## src/rtl/mipi_csi_packet_decoder_if.sv

```systemverilog
// ---------------------------------------------------------------------------
// mipi_csi_packet_decoder_if
//   Bundles the aligned-word input stream and the decoded outputs of the
//   CSI-2 packet decoder.
//   Ports / signals:
//     data_i, data_valid_i      aligned 32-bit word stream from the byte aligner
//     payload_o/_valid/_be/_last long-packet payload stream to the unpacker
//     frame_start_o, frame_end_o FS / FE markers (1-cycle pulses)
//     lsync_o                    line active from first to last payload word
//     frame_num_o                WC field of the most recent FS packet
//     line_count_o               accepted lines since the last FS
//     pkt_err_o                  burst ended before WC bytes arrived
//   Modports: slave = decoder view, master = word source / sink view.
// ---------------------------------------------------------------------------
interface mipi_csi_packet_decoder_if #(
    parameter int LINE_CNT_W = 12
);
    logic [31:0]           data_i;
    logic                  data_valid_i;
    logic [31:0]           payload_o;
    logic                  payload_valid_o;
    logic [3:0]            payload_be_o;
    logic                  payload_last_o;
    logic                  frame_start_o;
    logic                  frame_end_o;
    logic                  lsync_o;
    logic [15:0]           frame_num_o;
    logic [LINE_CNT_W-1:0] line_count_o;
    logic                  pkt_err_o;

    modport slave (
        input  data_i, data_valid_i,
        output payload_o, payload_valid_o, payload_be_o, payload_last_o,
        output frame_start_o, frame_end_o, lsync_o, frame_num_o,
        output line_count_o, pkt_err_o
    );

    modport master (
        output data_i, data_valid_i,
        input  payload_o, payload_valid_o, payload_be_o, payload_last_o,
        input  frame_start_o, frame_end_o, lsync_o, frame_num_o,
        input  line_count_o, pkt_err_o
    );
endinterface

```

## src/rtl/mipi_csi_packet_decoder.sv

```systemverilog
// ---------------------------------------------------------------------------
// mipi_csi_packet_decoder
//   Parses CSI-2 packet headers from aligned 32-bit words (sync byte already
//   stripped), emits frame markers, and forwards long-packet payload of the
//   accepted data type / virtual channel with byte enables and a per-frame
//   line counter. All outputs are registered (1-cycle latency from data_i).
//   Ports:
//     clk_i     byte clock, rising edge
//     reset_in  asynchronous reset, active-low
//     bus       mipi_csi_packet_decoder_if.slave (stream in, decoded out)
//   LINE_CNT_W must match the LINE_CNT_W of the connected interface.
//
//   state    | meaning
//   ---------+--------------------------------------------------------------
//   IDLE     | waiting for a burst; first valid word is the packet header
//   PAYLOAD  | forwarding long-packet payload words, counting down WC
//   WAIT_END | discarding trailer / padding / ignored packet until burst ends
// ---------------------------------------------------------------------------
module mipi_csi_packet_decoder #(
    parameter logic [5:0] ACCEPT_DT  = 6'h2B,
    parameter logic [1:0] ACCEPT_VC  = 2'd0,
    parameter int         LINE_CNT_W = 12
) (
    input  logic                          clk_i,
    input  logic                          reset_in,
    mipi_csi_packet_decoder_if.slave      bus
);

    localparam logic [1:0] IDLE     = 2'd0;
    localparam logic [1:0] PAYLOAD  = 2'd1;
    localparam logic [1:0] WAIT_END = 2'd2;

    localparam logic [5:0] DT_FS        = 6'h00;
    localparam logic [5:0] DT_FE        = 6'h01;
    localparam logic [5:0] DT_SHORT_LIM = 6'h10;

    logic [1:0]            state_q;
    logic [15:0]           remaining_q;
    logic [31:0]           payload_q;
    logic                  payload_valid_q;
    logic [3:0]            payload_be_q;
    logic                  payload_last_q;
    logic                  frame_start_q;
    logic                  frame_end_q;
    logic                  lsync_q;
    logic [15:0]           frame_num_q;
    logic [LINE_CNT_W-1:0] line_count_q;
    logic                  pkt_err_q;

    logic [5:0]            hdr_dt;
    logic [1:0]            hdr_vc;
    logic [15:0]           hdr_wc;
    logic                  last_word;
    logic [3:0]            last_be;

    assign hdr_dt = bus.data_i[5:0];
    assign hdr_vc = bus.data_i[7:6];
    assign hdr_wc = {bus.data_i[23:16], bus.data_i[15:8]};

    // Final word of the packet carries the 1..4 bytes still owed.
    assign last_word = (remaining_q <= 16'd4);

    always_comb begin
        last_be = 4'b1111;
        case (remaining_q[2:0])
            3'd1:    last_be = 4'b0001;
            3'd2:    last_be = 4'b0011;
            3'd3:    last_be = 4'b0111;
            default: last_be = 4'b1111;
        endcase
    end

    always_ff @(posedge clk_i or negedge reset_in) begin
        if (!reset_in) begin
            state_q         <= IDLE;
            remaining_q     <= '0;
            payload_q       <= '0;
            payload_valid_q <= 1'b0;
            payload_be_q    <= '0;
            payload_last_q  <= 1'b0;
            frame_start_q   <= 1'b0;
            frame_end_q     <= 1'b0;
            lsync_q         <= 1'b0;
            frame_num_q     <= '0;
            line_count_q    <= '0;
            pkt_err_q       <= 1'b0;
        end else begin
            payload_valid_q <= 1'b0;
            payload_last_q  <= 1'b0;
            frame_start_q   <= 1'b0;
            frame_end_q     <= 1'b0;
            pkt_err_q       <= 1'b0;
            // lsync stays up through the last-word cycle, drops the next one.
            if (payload_last_q) begin
                lsync_q <= 1'b0;
            end

            case (state_q)
                IDLE: begin
                    if (bus.data_valid_i) begin
                        if (hdr_vc != ACCEPT_VC) begin
                            state_q <= WAIT_END;
                        end else if (hdr_dt == DT_FS) begin
                            frame_start_q <= 1'b1;
                            frame_num_q   <= hdr_wc;
                            line_count_q  <= '0;
                            state_q       <= WAIT_END;
                        end else if (hdr_dt == DT_FE) begin
                            frame_end_q <= 1'b1;
                            state_q     <= WAIT_END;
                        end else if (hdr_dt < DT_SHORT_LIM) begin
                            state_q <= WAIT_END;
                        end else if (hdr_dt == ACCEPT_DT && hdr_wc != 16'd0) begin
                            remaining_q <= hdr_wc;
                            state_q     <= PAYLOAD;
                        end else begin
                            state_q <= WAIT_END;
                        end
                    end
                end

                PAYLOAD: begin
                    if (bus.data_valid_i) begin
                        payload_q       <= bus.data_i;
                        payload_valid_q <= 1'b1;
                        lsync_q         <= 1'b1;
                        if (last_word) begin
                            payload_be_q   <= last_be;
                            payload_last_q <= 1'b1;
                            line_count_q   <= line_count_q + 1'b1;
                            remaining_q    <= '0;
                            state_q        <= WAIT_END;
                        end else begin
                            payload_be_q <= 4'b1111;
                            remaining_q  <= remaining_q - 16'd4;
                        end
                    end else begin
                        // Burst ended short: the line is abandoned, not counted.
                        pkt_err_q   <= 1'b1;
                        lsync_q     <= 1'b0;
                        remaining_q <= '0;
                        state_q     <= IDLE;
                    end
                end

                WAIT_END: begin
                    if (!bus.data_valid_i) begin
                        state_q <= IDLE;
                    end
                end

                default: state_q <= IDLE;
            endcase
        end
    end

    assign bus.payload_o       = payload_q;
    assign bus.payload_valid_o = payload_valid_q;
    assign bus.payload_be_o    = payload_be_q;
    assign bus.payload_last_o  = payload_last_q;
    assign bus.frame_start_o   = frame_start_q;
    assign bus.frame_end_o     = frame_end_q;
    assign bus.lsync_o         = lsync_q;
    assign bus.frame_num_o     = frame_num_q;
    assign bus.line_count_o    = line_count_q;
    assign bus.pkt_err_o       = pkt_err_q;

endmodule

```

## src/flat_wrapper.sv

```systemverilog
// flat-port wrapper written by rule: the top's interface ports become plain ports
module mipi_csi_packet_decoder_flat 
#(
    parameter logic [5:0] ACCEPT_DT  = 6'h2B,
    parameter logic [1:0] ACCEPT_VC  = 2'd0,
    parameter int         LINE_CNT_W = 12
)
  (clk_i, reset_in, bus_data_i, bus_data_valid_i, bus_payload_o, bus_payload_valid_o, bus_payload_be_o, bus_payload_last_o, bus_frame_start_o, bus_frame_end_o, bus_lsync_o, bus_frame_num_o, bus_line_count_o, bus_pkt_err_o);
  mipi_csi_packet_decoder_if #(.LINE_CNT_W(LINE_CNT_W)) bus_i ();
  input  logic clk_i;
  input  logic reset_in;
  input wire logic [$bits(bus_i.data_i)-1:0] bus_data_i;
  input wire logic [$bits(bus_i.data_valid_i)-1:0] bus_data_valid_i;
  output wire logic [$bits(bus_i.payload_o)-1:0] bus_payload_o;
  output wire logic [$bits(bus_i.payload_valid_o)-1:0] bus_payload_valid_o;
  output wire logic [$bits(bus_i.payload_be_o)-1:0] bus_payload_be_o;
  output wire logic [$bits(bus_i.payload_last_o)-1:0] bus_payload_last_o;
  output wire logic [$bits(bus_i.frame_start_o)-1:0] bus_frame_start_o;
  output wire logic [$bits(bus_i.frame_end_o)-1:0] bus_frame_end_o;
  output wire logic [$bits(bus_i.lsync_o)-1:0] bus_lsync_o;
  output wire logic [$bits(bus_i.frame_num_o)-1:0] bus_frame_num_o;
  output wire logic [$bits(bus_i.line_count_o)-1:0] bus_line_count_o;
  output wire logic [$bits(bus_i.pkt_err_o)-1:0] bus_pkt_err_o;
  assign bus_i.data_i = bus_data_i;
  assign bus_i.data_valid_i = bus_data_valid_i;
  assign bus_payload_o = bus_i.payload_o;
  assign bus_payload_valid_o = bus_i.payload_valid_o;
  assign bus_payload_be_o = bus_i.payload_be_o;
  assign bus_payload_last_o = bus_i.payload_last_o;
  assign bus_frame_start_o = bus_i.frame_start_o;
  assign bus_frame_end_o = bus_i.frame_end_o;
  assign bus_lsync_o = bus_i.lsync_o;
  assign bus_frame_num_o = bus_i.frame_num_o;
  assign bus_line_count_o = bus_i.line_count_o;
  assign bus_pkt_err_o = bus_i.pkt_err_o;
  mipi_csi_packet_decoder #(.ACCEPT_DT(ACCEPT_DT), .ACCEPT_VC(ACCEPT_VC), .LINE_CNT_W(LINE_CNT_W)) u_core (.clk_i(clk_i), .reset_in(reset_in), .bus(bus_i));
endmodule
```

## config.mk

```make
export PLATFORM = sky130hd
export DESIGN_NAME = mipi_csi_packet_decoder_flat
export DESIGN_NICKNAME = d
export VERILOG_FILES = /design/src/rtl/mipi_csi_packet_decoder_if.sv /design/src/rtl/mipi_csi_packet_decoder.sv /design/src/flat_wrapper.sv
export SDC_FILE = /design/constraint.sdc
export NUM_CORES = 1
export LEC_CHECK = 0
export ABC_AREA = 0
export CAP_MARGIN = 15
export CORE_MARGIN = 2
export CORE_UTILIZATION = 48
export CTS_CLUSTER_DIAMETER = 80
export DETAILED_ROUTE_END_ITERATION = 10
export GPL_TIMING_DRIVEN = 0
export PLACE_DENSITY = 0.78
export SYNTH_ARGS = -nofsm -noshare
export SYNTH_HDL_FRONTEND = slang
export SYNTH_SLANG_ARGS = --single-unit
```

## constraint.sdc

```tcl
create_clock -name clk_i -period 3.15 [get_ports clk_i]
set_input_delay 0.315 -clock clk_i [delete_from_list [all_inputs] [get_ports clk_i]]
set_output_delay 0.315 -clock clk_i [all_outputs]
set_load 0.02 [all_outputs]
```

---- Yosys cells after proc, flatten, opt, wreduce, memory -nomap -nowiden ----
Cells that the tools add are included.
storage, ports and cells
  flip-flop bits (word level) ............. 88
  bits of input ports ..................... 35
  output and inout port bits .............. 70
  word-level logic and storage cells ...... 92
operators by class
  $add $sub $neg .......................... 2
  $lt $le $gt $ge ......................... 2
  eq/ne operators ......................... 18
  mux-type cells .......................... 45
  bitwise gates (word level) .............. 1
  reduce and logical (&&, ||, !) cells .... 12
operators by type and width
  kind                                                                           number
  16-bit two-way mux                                                             8
  12-bit two-way mux                                                             5
  16-bit one-hot mux with 2 select lines                                         1
  12-bit one-hot mux with 2 select lines                                         1
  1-bit two-way mux                                                              18
  2-bit two-way mux                                                              9
  16-bit by 3-bit <= comparator with 1-bit output (second input constant)        1
  16-bit nonzero test                                                            1
  16-bit by 3-bit subtractor with 16-bit output (second input constant)          1
  2-bit inequality test (second input constant)                                  7
  12-bit by 1-bit adder with 12-bit output (second input constant)               1
  4-bit one-hot mux with 3 select lines                                          1
  7-bit AND reduction                                                            1
  3-bit by 2-bit == test with 1-bit output (second input constant)               2
  6-bit by 1-bit == test with 1-bit output (second input constant)               1
  6-bit == test (second input constant)                                          1
  6-bit zero test                                                                1
  6-bit by 5-bit less-than comparator with 1-bit output (second input constant)  1
  2-bit by 1-bit inequality test with 1-bit output (second input constant)       3
  2-bit one-hot mux with 3 select lines                                          1
  6-bit AND reduction                                                            1
  2-bit nonzero test                                                             3
  4-bit two-way mux                                                              1
  4-bit AND reduction                                                            1
  9 further kinds                                                                9

---- Logic depth before layout (Yosys ltp) ----
Gate-level depths: netlist of the first run.
  depth in word-level cells ............... 9
  mapped depth ............................ 8
  depth with buffers taken out ............ 7

---- Least setup slack after synthesis of the first run ----
OpenSTA, ideal clock, no wires.
  path kind ............................... reg-to-reg
  start point ............................. register u_core.remaining_q[3]
  end point ............................... register u_core.remaining_q[10]
  library setup time ...................... 126 ps
  arrival ................................. 2099 ps
  required time ........................... 3024 ps
  setup slack ............................. 925 ps
  stages on the path, launching flop included .. 9
  path buffers ............................ 1
  period minus slack after synthesis ...... 2225 ps
  path through ............................ dfrtp_1 > inv_1 > ha_1 > or3b_1 > a2111o_1 > o21ai_2 > buf_6 > a21oi_1 > a311o_1
between the ends
  cells in the longest elaborated chain, start to end .. 4
  elaborated cells between the ends (all ways) .. 5
  classes of those cells .................. add/sub (1); order compare (1); mux (3)
ends and longest elaborated chain
  item                                                                                                              line                                                           source
  start: declaration                                                                                                mipi_csi_packet_decoder.sv:38                                  logic [15:0] remaining_q;
  start signal: assignment                                                                                          mipi_csi_packet_decoder.sv:114                                 remaining_q <= hdr_wc;
  start signal: assignment                                                                                          mipi_csi_packet_decoder.sv:135                                 remaining_q <= remaining_q - 16'd4;
  16-bit by 3-bit subtractor with 16-bit output or 16-bit by 3-bit <= comparator with 1-bit output (tied branches)  mipi_csi_packet_decoder.sv:135, mipi_csi_packet_decoder.sv:61
  16-bit two-way mux *                                                                                              mipi_csi_packet_decoder.sv:127                                 if (last_word) begin
  16-bit two-way mux *                                                                                              mipi_csi_packet_decoder.sv:123                                 if (bus.data_valid_i) begin
  16-bit one-hot mux with 2 select lines *                                                                          mipi_csi_packet_decoder.sv:98                                  case (state_q)
Mark *: on every way between the ends. The rest lies on a longest branch, timed or not.
A chain may end at the register's enable or synchronous reset.

---- Worst setup path after layout of the first run ----
  start point ............................. register u_core.remaining_q[3]
  end point ............................... register u_core.remaining_q[6]
The elaborated chain is that of the path after synthesis.

==> key figures, run 1 <==
Finish
  – Fillcell total: 675
  – # nets final: 573
  – Post-route cell area: 0.00538 sq mm
  – Synth-to-layout area growth: 36.7%
  – ANT cells: 0
  – Commonest non-fill, non-tap cell in the layout: nand2_1
  – Layout cell share with drive strength beyond 1: 0.0593
  – Most frequent cells in the layout: 164 x nand2_1, 103 x clkdlybuf4s50_1, 88 x dfrtp_1

Yosys
  – FF+latch count, synth: 88
  – Synth Flop Type: dfrtp_1
  – Async set-reset flop share out of synthesis: 1.00
  – Yosys synthesis warning count: 0
  – Mapped Cells: 418
  – Sequential-to-total area share from yosys stat: 0.559
  – Number of enable flip-flop cells after synthesis: 0
  – Syn Area/Cell: 9.42 sq um
  – Post-synthesis cell area: 0.00394 sq mm
  – Synth Net Count: 456
  – Netlist cell types: 54

Run
  – Max-cap viol count: 0

Global routing
  – Vias in the first global route: 3,353
  – Initial antenna violation count: 0
  – Total Routing Usage GR: 0.241
  – Largest net degree at the start of global routing: 65
  – First-pass GRT wire length: 16,500 um
  – GRT overflow: 0

STA
  – Measured slew at the worst slew-check pin: 0.631 ns
  – Final slew viol count: 0
  – Post-route setup slack: 0.664 ns
  – Fin crit share: 0.789
  – Final Hold Fails: 0
  – Final min period: 2.49 ns
  – Fmax: 402 MHz
  – Final setup vio count: 0
  – RSZ-0062 raised after global routing: false
  – Clock Skew: 0.0113 ns
  – Slew HR: 0.576

Clocking
  – Post-CTS Setup Bufs: 0
  – Clock buffer count from CTS: 9
  – Clock transition at the registers of the reported paths: 0.08 ns
  – H-tree depth: 3
  – Clk buf depth: 2
  – CTS tree: yes
  – Root Driver: clkbuf_8
  – Latest clock arrival within the worst-skew pair: 0.36 ns
  – Clock sinks: 88

Critical path
  – Critical Path Start Type: flip-flop
  – Worst path top cell family by delay: compound AO/OA/AOI/OAI gates
  – Reg-to-reg startpoint: u_core.remaining_q[3]
  – Levels on crit path: 8
  – Slowest cell on crit path: a2111o_1
  – Crit-path cells: inv_1 > ha_1 > or3b_1 > a2111o_1 > o21ai_2 > buf_6 > nor2_1 > a221o_1
  – RR Endpoint: u_core.remaining_q[6]
  – Peak per-stage delay on the critical path: 0.47 ns
  – Crit Path Max Fanout: 10
  – Crit path to: u_core.remaining_q[6]
  – Worst setup path class: reg2reg
  – R2R depth: 8
  – Buf/Inv on CP: 2
  – Critical Path Source: u_core.remaining_q[3]
  – Data required, critical path: 3.39 ns
  – Critical Path AT: 2.73 ns
  – Crit path capture type: flip-flop
  – FF-to-FF setup slack: 0.66 ns

Die
  – Starting density of the core: 0.487
  – Die height: 94.6 um
  – Core Region: 0.00809 sq mm
  – Io pins: 105
  – FP Rows: 33
  – DIE AREA: 0.00894 sq mm
  – Chip Width: 94.6 um

Placement
  – Placed Area: 0.00513 sq mm
  – RD Place Congestion: 0.846
  – Place WS: 0.396 ns
  – HPWL after DPL: 7320 um
  – Port Buffers: 104

Drt
  – DR WL met2: 4820 um
  – Max Used Layer: met4
  – DR iter-0 viols: 211
  – Via Count: 3,448
  – Total iterations of the first detailed-routing run: 4
  – Wirelength, routed: 10,000 um
  – Met3 Wirelength: 601 um
  – Wire per inst: 15.5 um
  – DRC Markers: 0
  – Wire length on met1: 4490 um
  – Average via count per standard cell: 5.35
  – Routed Antenna Nets: 0

Power
  – Worst ir drop on vdd: 0.000274 V
  – Int Power: 1770 uW
  – Clock group share of total power: 0.402
  – Psw: 499 uW
  – Pwr Density: 421 mW/mm^2
  – Total Power: 2270 uW
  – Switching fraction of total power: 0.220
  – Sequential share of power: 0.518
  – Combinational share of power: 0.080
  – Leak pwr: 0.00250 uW

Worst hold path
  – Hold Crit Class: in2async

Run status
  – Status: finished, final reports clean
[what timing repair did]
action,CTS,global route
hold buffers,1,0
hold endpoints to repair,24,0
resized for setup,0,0
[sequential cells by signal (all words and copies together), names as in the netlist]
register and flops:
u_core.remaining_q 16, u_core.bus.frame_start_o 1, u_core.bus.payload_be_o 4, u_core.state_q 2, u_core.bus.lsync_o 1, u_core.bus.frame_end_o 1
u_core.bus.payload_o 32, u_core.bus.payload_last_o 1, u_core.bus.payload_valid_o 1, u_core.bus.line_count_o 12, u_core.bus.frame_num_o 16, u_core.bus.pkt_err_o 1
[worst min path at each step]
stage,end,start,depth (start not counted)
final,u_core.bus.payload_o[12],reset_in,2
after global routing,u_core.bus.payload_o[10],reset_in,2
after CTS,u_core.bus.payload_valid_o,reset_in,2
after detailed placement,u_core.bus.payload_valid_o,reset_in,1
after global placement,u_core.bus.payload_o[5],u_core.bus.payload_o[5],2
after floorplan,u_core.bus.frame_end_o,reset_in,0
[power groups by stage]
stage / clock, uW / combinational [uW] / sequential [uW]
finish: 912 / 181 / 1170
global route: 980 / 198 / 1180
CTS: 930 / 183 / 1170
detailed placement: 0 / 180 / 1200
global placement: 0 / 173 / 1190
floorplan: 0 / 45.6 / 1210
[area by class of cell]
type / count / area [sq um] / area share
clock buffers: 11 / 131 / 0.0244
clock inverters: 5 / 105 / 0.0195
inverters: 7 / 26.3 / 0.00488
flip-flops and latches: 88 / 2200 / 0.409
multi-input cells: 304 / 1620 / 0.301
repair buffers: 106 / 1080 / 0.200
well taps: 105 / 131 / 0.0244
plain buffers: 19 / 90.1 / 0.0167
[through the flow]
step	util	setup TNS, ns	hold slack, ns	instances
after floorplan	-	0	0.0194	418
after global placement	0.631	-119.29	0.457	627
after detailed placement	0.635	0	0.248	628
after CTS	0.665	0	0.415	645
after global routing	0.665	0	0.437	645
final	0.665	0	0.407	645
[Yosys cell counts (3+ instances only)]
library cell / n / area share
inv_1: 6 / 0.0057
nand3b_1: 3 / 0.0057
nor3_1: 8 / 0.010
o21ai_0: 9 / 0.011
and4_1: 3 / 0.0067
a211o_1: 4 / 0.0089
nand2b_1: 3 / 0.0048
nor2_1: 17 / 0.016
dfrtp_1: 88 / 0.56
buf_2: 3 / 0.0038
nand2_1: 164 / 0.16
mux2i_1: 7 / 0.018
nand3_1: 8 / 0.010
clkbuf_1: 12 / 0.011
nor4_2: 3 / 0.0095
a221o_1: 4 / 0.010
ha_1: 3 / 0.0095
nor4_1: 10 / 0.016
or3b_1: 3 / 0.0067
o22ai_1: 5 / 0.0079
nand4_1: 3 / 0.0048
xnor2_1: 8 / 0.018
[layer usage]
metal,up-vias,global-route usage
met2,109,0.379
met4,0,0.0749
li1,1653,-
met3,8,0.0551
met1,1678,0.334
met5,-,0
[kinds of logic after synthesis]
family,synth area share
muxes,0.0178
xor gates and xnor gates,0.0178
adders and majority gates,0.00953
buffers and inverters,0.0295
and+or+nand+nor,0.278
AOI/OAI and AO/OA,0.0883
DFF,0.559
Power figures use the tool's default switching activity.
==> run 2, diff against run 1 <==
clock period = 2.35 ns   (was 3.15 ns; I/O delays follow)
==> run 2 against run 1 <==
- the flow now finishes with violations (setup timing)
- critical path depth is 1 lower
- worst setup slack worse by 0.68 ns
- sequential power is 35% higher
- first-iteration DRC count is 8.1% higher
- combinational power is 43% higher
- fmax is 4.9% higher
- critical path type unchanged
- critical endpoint is now u_core.bus.payload_be_o[3]
- highest routed layer unchanged
==> key figures, run 2 (synthesized netlist as in run 1, its figures left out) <==
Run status
  – Status: complete, but fails checks
  – Failing checks: setup timing

Placement
  – RD Place Congestion: 0.846
  – HPWL after DPL: 7320 um
  – Port Buffers: 104

Critical path
  – RR Endpoint: u_core.bus.payload_be_o[3]
  – Critical Path Start Type: flip-flop
  – Data required, critical path: 2.59 ns
  – Critical Path AT: 2.61 ns
  – Crit Path Max Fanout: 5
  – Crit path capture type: flip-flop
  – Worst setup path class: reg2reg
  – R2R depth: 7
  – FF-to-FF setup slack: -0.02 ns
  – Reg-to-reg startpoint: u_core.remaining_q[3]

Finish
  – Max FFs per register: 32
  – Commonest non-fill, non-tap cell in the layout: nand2_1
  – FF/Latch Area: 0.00220 sq mm
  – Final Core Density: 0.679
  – Fillcell total: 665
  – Synth-to-layout area growth: 39.6%
  – ANT cells: 0
  – # nets final: 580
  – Multi-input gate area: 0.00168 sq mm
  – Layout cell share with drive strength beyond 1: 0.0914
  – Most frequent cells in the layout: 164 x nand2_1, 103 x clkdlybuf4s50_1, 87 x dfrtp_1

Global routing
  – First-pass GRT wire length: 16,500 um
  – Largest net degree at the start of global routing: 65
  – GRT overflow: 0
  – Initial antenna violation count: 0
  – Vias in the first global route: 3,353
  – Total Routing Usage GR: 0.240

Power
  – Psw: 680 uW
  – Total Power: 3060 uW
  – Int Power: 2380 uW
  – Worst ir drop on vdd: 0.000367 V
  – Leak pwr: 0.00255 uW
  – Combinational share of power: 0.084
  – Switching fraction of total power: 0.222
  – Sequential share of power: 0.515
  – Clock group share of total power: 0.401
  – Pwr Density: 556 mW/mm^2

Die
  – Die height: 94.6 um
  – Starting density of the core: 0.487
  – Core Region: 0.00809 sq mm
  – DIE AREA: 0.00894 sq mm
  – FP Rows: 33
  – Chip Width: 94.6 um
  – Io pins: 105

Drt
  – Wirelength, routed: 10,300 um
  – Wire per inst: 15.8 um
  – Via Count: 3,550
  – Average via count per standard cell: 5.44
  – Total iterations of the first detailed-routing run: 5
  – DRC Markers: 0
  – DR iter-0 viols: 228
  – Routed Antenna Nets: 0

STA
  – RSZ-0062 raised after global routing: true
  – Fin Setup TNS: -0.0198 ns
  – Clock Skew: 0.0108 ns
  – Fmax: 422 MHz
  – Final min period: 2.37 ns
  – WHS: 0.327 ns
  – Final Hold Fails: 0
  – Slew HR: 0.646
  – Final slew viol count: 0
  – Measured slew at the worst slew-check pin: 0.527 ns
  – Final setup vio count: 1
  – Post-route setup slack: -0.0198 ns
  – Fin crit share: 1.01

Clocking
  – H-tree depth: 3
  – Clock transition at the registers of the reported paths: 0.08 ns
  – Root Driver: clkbuf_8
  – Clock sinks: 88
  – Clock buffer count from CTS: 9
  – Clk buf depth: 2
  – Latest clock arrival within the worst-skew pair: 0.36 ns
  – CTS tree: yes

Worst hold path
  – Hold Crit Class: in2async

Run
  – Max-cap viol count: 0
## run 2: cell count changes in the layout (fill, tap and decap cells not counted), sizes merged
cell and delta:
buf +7
## run 2: cell type report
cell class	count	share of cell area
well taps	105	0.0239
flip-flops and latches	88	0.401
clock buffers	11	0.0239
multi-input cells	304	0.306
plain buffers	19	0.0171
clock inverters	5	0.0191
inverters	7	0.00478
repair buffers	113	0.204
## run 2: metal layers
layer  GRT usage  vias to the layer above  part of all wire
li1            -                     1674                 -
met1       0.333                     1729              0.45
met2       0.379                      132              0.48
met3      0.0551                       15             0.058
met4      0.0749                        0             0.017
met5           0                        -                 0
## run 2: worst max-delay path: stages (launching register included)
cell,delay (ns)
dfrtp_1,0.38
inv_2,0.11
ha_4,0.13
or3b_4,0.37
a2111o_1,0.48
buf_6,0.18
or2_4,0.28
o32a_1,0.34
## run 2: stage by stage
stage | std cells | worst slack, ns | cell area [sq um]
global route | 652 | -0.0572 | 5500
detailed placement | 628 | -0.324 | 5130
floorplan | 418 | 0.125 | 3940
finish | 652 | -0.0198 | 5500
global placement | 627 | -2.08 | 5110
CTS | 645 | 0.00103 | 5390
## run 2: timing repair
| action | CTS | global route |
|---|---|---|
| hold buffers | 1 | 0 |
| gates cloned | 0 | 2 |
| gates resized for setup | 3 | 16 |
| hold endpoints to repair | 24 | 0 |
| pin swaps | 1 | 1 |
| buffers inserted | 0 | 5 |
| endpoints found under the setup margin | 12 | 59 |
## run 2: worst max-delay path by stage
stage                     startpoint                         end  cells past startpoint
6_report       u_core.remaining_q[3]  u_core.bus.payload_be_o[3]                      7
3_3_place_gp                reset_in  u_core.bus.line_count_o[5]                      1
4_1_cts        u_core.remaining_q[3]  u_core.bus.payload_be_o[3]                      7
5_1_grt        u_core.remaining_q[3]  u_core.bus.payload_be_o[3]                      7
3_5_place_dp           bus_data_i[0]      u_core.remaining_q[10]                      6
2_1_floorplan  u_core.remaining_q[3]      u_core.remaining_q[10]                      8
## run 2: power groups by stage
stage,clock (uW),sequential (uW),combinational (uW)
global placement,0,1600,232
floorplan,0,1620,61.1
CTS,1250,1570,245
global route,1310,1580,281
finish,1230,1580,258
detailed placement,0,1600,241
